==> src/rtl/imem_boot_loader.sv <==
// Boot loader: assembles a little-endian byte stream into words, writes them to imem, then releases the core.
// Define BOOT_CHECKSUM_EN to require a trailing checksum word (N + sum of payload) before release.
module imem_boot_loader #(
  parameter int ADDR_WIDTH = 10
) (
  input  logic                  clk,
  input  logic                  rst,
  input  logic                  in_valid,
  input  logic [7:0]            in_data,
  output logic                  in_ready,
  output logic                  imem_we,
  output logic [ADDR_WIDTH-1:0] imem_addr,
  output logic [31:0]           imem_wdata,
  output logic                  core_rst_n,
  output logic                  done,
  output logic                  error
);

  // state  | meaning
  // S_HDR  | collecting the 32-bit word count N
  // S_LOAD | collecting and writing N payload words
  // S_CHK  | collecting the checksum word (checksum build only)
  // S_DONE | image loaded, core released (terminal)
  // S_ERR  | load aborted, core held in reset (terminal)
`ifdef BOOT_CHECKSUM_EN
  typedef enum logic [2:0] {S_HDR, S_LOAD, S_CHK, S_DONE, S_ERR} state_t;
  localparam state_t S_TAIL = S_CHK;
`else
  typedef enum logic [2:0] {S_HDR, S_LOAD, S_DONE, S_ERR} state_t;
  localparam state_t S_TAIL = S_DONE;
`endif

  localparam logic [32:0] CAP = 33'd1 << ADDR_WIDTH;

  state_t                state_q, state_d;
  logic [1:0]            lane_q;
  logic [23:0]           byte_buf_q;
  logic [ADDR_WIDTH:0]   word_cnt_q;
  logic [31:0]           n_q;
`ifdef BOOT_CHECKSUM_EN
  logic [31:0]           acc_q;
`endif

  logic        accept;
  logic        word_done;
  logic [31:0] word;
  logic        last_word;
  logic        oversize;
  logic        ready_d, we_d, done_d, error_d, rstn_d;

  assign accept    = in_valid && in_ready;
  assign word_done = accept && (lane_q == 2'd3);
  assign word      = {in_data, byte_buf_q};
  assign last_word = (32'(word_cnt_q) == n_q - 32'd1);
  assign oversize  = ({1'b0, word} > CAP);

  always_ff @(posedge clk) begin
    if (!rst) begin
      state_q    <= S_HDR;
      in_ready   <= 1'b0;
      imem_we    <= 1'b0;
      done       <= 1'b0;
      error      <= 1'b0;
      core_rst_n <= 1'b0;
    end else begin
      state_q    <= state_d;
      in_ready   <= ready_d;
      imem_we    <= we_d;
      done       <= done_d;
      error      <= error_d;
      core_rst_n <= rstn_d;
    end
  end

  always_comb begin
    state_d = state_q;
    case (state_q)
      S_HDR: begin
        if (word_done) begin
          if (word == 32'd0)  state_d = S_TAIL;
          else if (oversize)  state_d = S_ERR;
          else                state_d = S_LOAD;
        end
      end
      S_LOAD: begin
        if (word_done && last_word) state_d = S_TAIL;
      end
`ifdef BOOT_CHECKSUM_EN
      S_CHK: begin
        if (word_done) state_d = (word == acc_q) ? S_DONE : S_ERR;
      end
`endif
      default: ;
    endcase
  end

  // in_ready and error follow the state being entered; done/release lag DONE by one edge.
  always_comb begin
    ready_d = (state_d != S_DONE) && (state_d != S_ERR);
    we_d    = word_done && (state_q == S_LOAD);
    done_d  = (state_q == S_DONE);
    rstn_d  = (state_q == S_DONE);
    error_d = (state_d == S_ERR);
  end

  always_ff @(posedge clk) begin
    if (!rst) begin
      lane_q     <= 2'd0;
      byte_buf_q <= 24'd0;
      word_cnt_q <= '0;
      n_q        <= 32'd0;
      imem_addr  <= '0;
      imem_wdata <= 32'd0;
`ifdef BOOT_CHECKSUM_EN
      acc_q      <= 32'd0;
`endif
    end else begin
      if (accept) begin
        lane_q <= lane_q + 2'd1;
        case (lane_q)
          2'd0:    byte_buf_q[7:0]   <= in_data;
          2'd1:    byte_buf_q[15:8]  <= in_data;
          2'd2:    byte_buf_q[23:16] <= in_data;
          default: ;
        endcase
      end
      if (word_done && (state_q == S_HDR)) n_q <= word;
      if (we_d) begin
        imem_addr  <= word_cnt_q[ADDR_WIDTH-1:0];
        imem_wdata <= word;
        word_cnt_q <= word_cnt_q + {{ADDR_WIDTH{1'b0}}, 1'b1};
      end
`ifdef BOOT_CHECKSUM_EN
      if (word_done && (state_q == S_HDR))  acc_q <= word;
      if (word_done && (state_q == S_LOAD)) acc_q <= acc_q + word;
`endif
    end
  end

endmodule
==> config.mk <==
export PLATFORM = sky130hd
export DESIGN_NAME = imem_boot_loader
export DESIGN_NICKNAME = d
export VERILOG_FILES = /design/src/rtl/imem_boot_loader.sv
export SDC_FILE = /design/constraint.sdc
export NUM_CORES = 1
export LEC_CHECK = 0
export BUFFER_PORTS_ARGS = -buffer_cell sky130_fd_sc_hd__buf_2
export CAP_MARGIN = 10
export CORE_AREA = 2 2 139 141
export CTS_CLUSTER_DIAMETER = 100
export DETAILED_ROUTE_END_ITERATION = 8
export DIE_AREA = 0 0 141 143
export SETUP_SLACK_MARGIN = 0.4
export SYNTH_ARGS = -nofsm -noshare
export SYNTH_HDL_FRONTEND = slang
export SYNTH_SLANG_ARGS = --single-unit
==> constraint.sdc <==
create_clock -name clk -period 3.1 [get_ports clk]
set_input_delay 0.62 -clock clk [delete_from_list [all_inputs] [get_ports clk]]
set_output_delay 0.62 -clock clk [all_outputs]
set_load 0.02 [all_outputs]
Word-level counts from Yosys, hierarchy flattened

Index checks and enable logic that the tools add are counted.

Reduce and logical (&&, ||, !) cells: 12
Order comparisons: 1
Multiplexer cells: 5
Add/subtract/negate cells: 3
Equality and inequality tests: 9

Operator list:

| kind                  | number |
|---|---|
| $eq 11x32->1          | 1 |
| $gt 32x11->1 const B  | 1 |
| $logic_not 32->1      | 1 |
| $sub 32x1->32 const B | 1 |
| $add 11x1->11 const B | 1 |
| $eq 3x2->1 const B    | 2 |
| $logic_and 1x1->1     | 6 |
| $mux 3                | 2 |
| $ne 3x2->1 const B    | 2 |
| $pmux 3 s2            | 1 |
| $reduce_and 2->1      | 3 |
| $eq 2x2->1 const B    | 2 |
| $mux 2                | 2 |
| $eq 3x1->1 const B    | 1 |
| $logic_not 3->1       | 1 |
| $add 2x1->2 const B   | 1 |
| $eq 2x1->1 const B    | 1 |
| $logic_not 2->1       | 1 |

Word-level logic and storage cells: 43
Flip-flop bits (word level): 118

Logic depth before layout (Yosys ltp)

Depth after elaboration: 7
Depth in mapped cells: 11
Depth with buffers taken out: 9

Worst setup path before layout

Ideal clock, no wire load.

Path type: reg-to-reg
From: register n_q[0]
To: register error
Stages on the path, launching flop included: 12
Required time: 2969 ps
Data arrival time: 2980 ps
Setup slack: -11 ps
Clock period less this slack: 3111 ps
Cell sequence: dfxtp_1 > inv_1 > ha_1 > or4b_1 > buf_2 > or3_1 > buf_6 > nor4b_4 > o2111ai_1 > or4b_4 > o41ai_2 > nor4_1

Word-level cells in the longest chain between the ends: 6

RTL lines:

| element                  | RTL line | source |
|---|---|---|
| start: declaration       | 39       | `logic [31:0] n_q;` |
| start signal: assignment | 127      | `if (word_done && (state_q == S_HDR)) n_q <= word;` |
| $sub 32x1->32            | 54       | `assign last_word = (32'(word_cnt_q) == n_q - 32'd1);` |
| $eq 11x32->1             | 54       |  |
| $logic_and 1x1->1        | 86       | `if (word_done && last_word) state_d = S_TAIL;` |
| $mux 3                   | 86       |  |
| $pmux 3 s2               | 77       | `case (state_q)` |
| $eq 3x2->1               | 103      | `error_d = (state_d == S_ERR);` |
| end signal: assignment   | 70       | `error <= error_d;` |
| end: declaration         | 16       | `output logic error` |

Every way passes these cells.
A chain may end at the register's enable or synchronous reset.

Final worst setup path

From: register n_q[10]
To: register error

Same word-level chain as after synthesis.

==> key figures <==
Outcome
  – Status: finished, final reports clean

Setup path
  – Reg2Reg Depth: 6
  – Crit Path Class: register to register
  – CP startpoint kind: register
  – Critical Path AT: just over 3 ns
  – Crit Path Max Fanout: 4
  – Worst EP required: 3.37 ns
  – Critical Path Sink Type: register

Drt
  – # DRC: 0
  – Drt pass-1 iters: 5
  – Starting DRT DRC Count: 351
  – Average wire per standard cell: around 14 um
  – Final WL: roughly 13 mm
  – Final antenna-violating net count: 0
  – Via Count: 4478
  – Via density: about 4.8

Finish
  – Layout Nets: around 700
  – Post-layout util: around a third
  – Syn-to-layout area delta: 24.1%
  – Layout cells sized above 1: a little under a fifth
  – ANT cells: 0
  – Non-filler cells, final: 931

Floorplan
  – Initial cell density of the core: a little over a quarter
  – Cell Rows: 50
  – Die Y: 143 um
  – Area of the core: 0.0186 sq mm
  – Die area: roughly 0.020 sq mm
  – Ports: 58
  – Die width: 141 um

Clock tree
  – Clk Latency, worst-skew pair: 0.42 ns
  – H-tree depth: 4
  – CTS Buf Count: 17
  – CTS tree: done
  – Sink Count: 118
  – CTS max path bufs: 2
  – Root Buffer: clkbuf_16
  – Clk slew on worst S/H paths: 0.06 ns

Placed design
  – Gp weighted congestion: approximately 0.89
  – HPWL after detailed placement: 9.20 mm
  – IO buf count: 57
  – Placed insts: 893

STA
  – Fmax: 0.358 GHz
  – Setup Skew: 0.0113 ns
  – Hold_ws: about 0.45 ns
  – Tcrit/Tclk final: around nine tenths
  – Final setup vio count: 0
  – Max_slew headroom: a little under three fifths
  – Max Slew Vio Count: 0
  – Endpoints failing hold: 0
  – Setup TNS: 0 ns
  – Crit path time final: 2.79 ns
  – RSZ-0062 raised after global routing: yes
  – Worst Tran Pin Value: roughly 0.65 ns

Global route
  – First-pass GRT wire length: 22.3 mm
  – Largest net degree at the start of global routing: 54
  – Initial antenna violation count: 0
  – Vias in the first global route: 4274
  – Gr usage total: 13.8%
  – GR Overflow Total: 0

Logic synthesis
  – Yosys top cell by area: dfxtp_1
  – Post-synth top flop: dfxtp_1
  – Synth area leaders: dfxtp_1 46%, nand2_1 12%, a21oi_1 7.8%
  – Synth Warn #: 0
  – Netlist cell types: 55
  – Post-synthesis average cell area: about 8 sq um
  – Commonest cells in the netlist: 165 x nand2_1, 118 x dfxtp_1, 80 x a21oi_1
  – Post-Syn Nets: 648
  – Async set-or-reset flop fraction in the synthesized netlist: 0%
  – Yosys top cell area share: 46.3%
  – Share of the yosys chip area belonging to registers: a little under half
  – Most common cell in the netlist: nand2_1
  – Number of flops mapped to enable cells by yosys: 0
  – Syn Std Cell Area: slightly above 0.005 sq mm
  – Synth Instances: 631
  – Seq cells post-synth: 118

Pwr
  – Psw: 0.762 mW
  – Clk pwr share: between 50% and 60%
  – Sw Share: 21.5%
  – Pwr Total: 3.54 mW
  – Part of the power in registers: 43.6%
  – Leakage: 2.57 nW
  – Power Density: around 560 mW/mm^2
  – VDD IR max: roughly 400 uV
  – Comb pwr share: 2.9%
  – Power Internal: 2.78 mW

Worst hold path
  – Hold Path Class: register to register
  – Worst hold stages: 2

Flow run
  – Max-Cap Viols: 0
-- critical path: stages, from the launching register on --
cell,delay [ns]
dfxtp_4,0.35
or4_1,0.59
or4_1,0.49
o32a_1,0.19
or4bb_4,0.59
o41ai_4,0.36
nor4_1,0.08
-- layout by cell type, fill, tap and decap left out, types with 12 or more instances in the layout --
cell type,n
nand2_1,165
dfxtp_1,113
a21oi_1,80
buf_2,57
nor2_1,51
mux2i_1,24
clkbuf_16,17
buf_4,15
nor4_1,12
xnor2_1,12
-- area by class of cell --
class / instances / area, sq um
Fill cell: 1938 / 12200
Tap cell: 234 / 293
Clock buffer: 23 / 468
Clock inverter: 9 / 101
Inverter: 7 / 27.5
Timing Repair Buffer: 73 / 418
Multi-Input combinational cell: 467 / 2650
Sequential cell: 118 / 2370
-- final timing paths --
check	start	end	slack, ns
worst min register to register	imem_addr[8]$_SDFFE_PN0P_	imem_addr[8]$_SDFFE_PN0P_	0.45
worst max register to register	n_q[10]$_SDFFE_PN0P_	error$_SDFF_PN0_	0.31
worst min-delay path	imem_addr[8]$_SDFFE_PN0P_	imem_addr[8]$_SDFFE_PN0P_	0.45
worst max-delay path	n_q[10]$_SDFFE_PN0P_	error$_SDFF_PN0_	0.31
-- repair_timing --
item                                    in CTS  in global routing
hold buffers                                 0                  0
buffers inserted                             5                  1
hold endpoints to repair                     0                  0
gates resized for setup                     14                  4
pin swaps                                    7                  2
endpoints found under the setup margin       4                  4
-- metal layers --
metal	GRT usage, %	share of wire (%)	up-vias
met2	21.5	45	84
met3	3.66	4.0	21
met5	0	0	-
met1	18.6	50	2101
li1	-	-	2272
met4	4.89	1.6	0
-- logic make-up after synthesis --
kind of cell | share of synthesized area (%)
muxes | 4.93
adders and majority gates | 1.47
AOI/OAI and AO/OA | 12.2
buffers and inverters | 3.63
xor gates and xnor gates | 3.60
DFF | 46.3
and+or+nand+nor | 28.0
-- registers in the layout, indices dropped and copies added (netlist names) --
name,flops
byte_buf_q,24
imem_addr,10
n_q,32
lane_q,2
error,1
imem_wdata,32
in_ready,1
word_cnt_q,11
imem_we,1
state_q,3
done,1
-- power by group through the flow --
stage	Combinational [mW]	Sequential, mW	Clock [mW]
final	0.102	1.54	1.90
after floorplan	0.0631	1.57	0
after CTS	0.103	1.54	1.93
after global placement	0.102	1.58	0
after global routing	0.112	1.54	1.99
after detailed placement	0.102	1.58	0
-- metrics by stage --
step	area, sq um	worst slack [ns]
after floorplan	5120	0.243
after CTS	6310	0.312
after global routing	6330	0.212
final	6330	0.307
after global placement	5640	0.198
after detailed placement	5640	0.153
(Power assumes the default switching activity.)
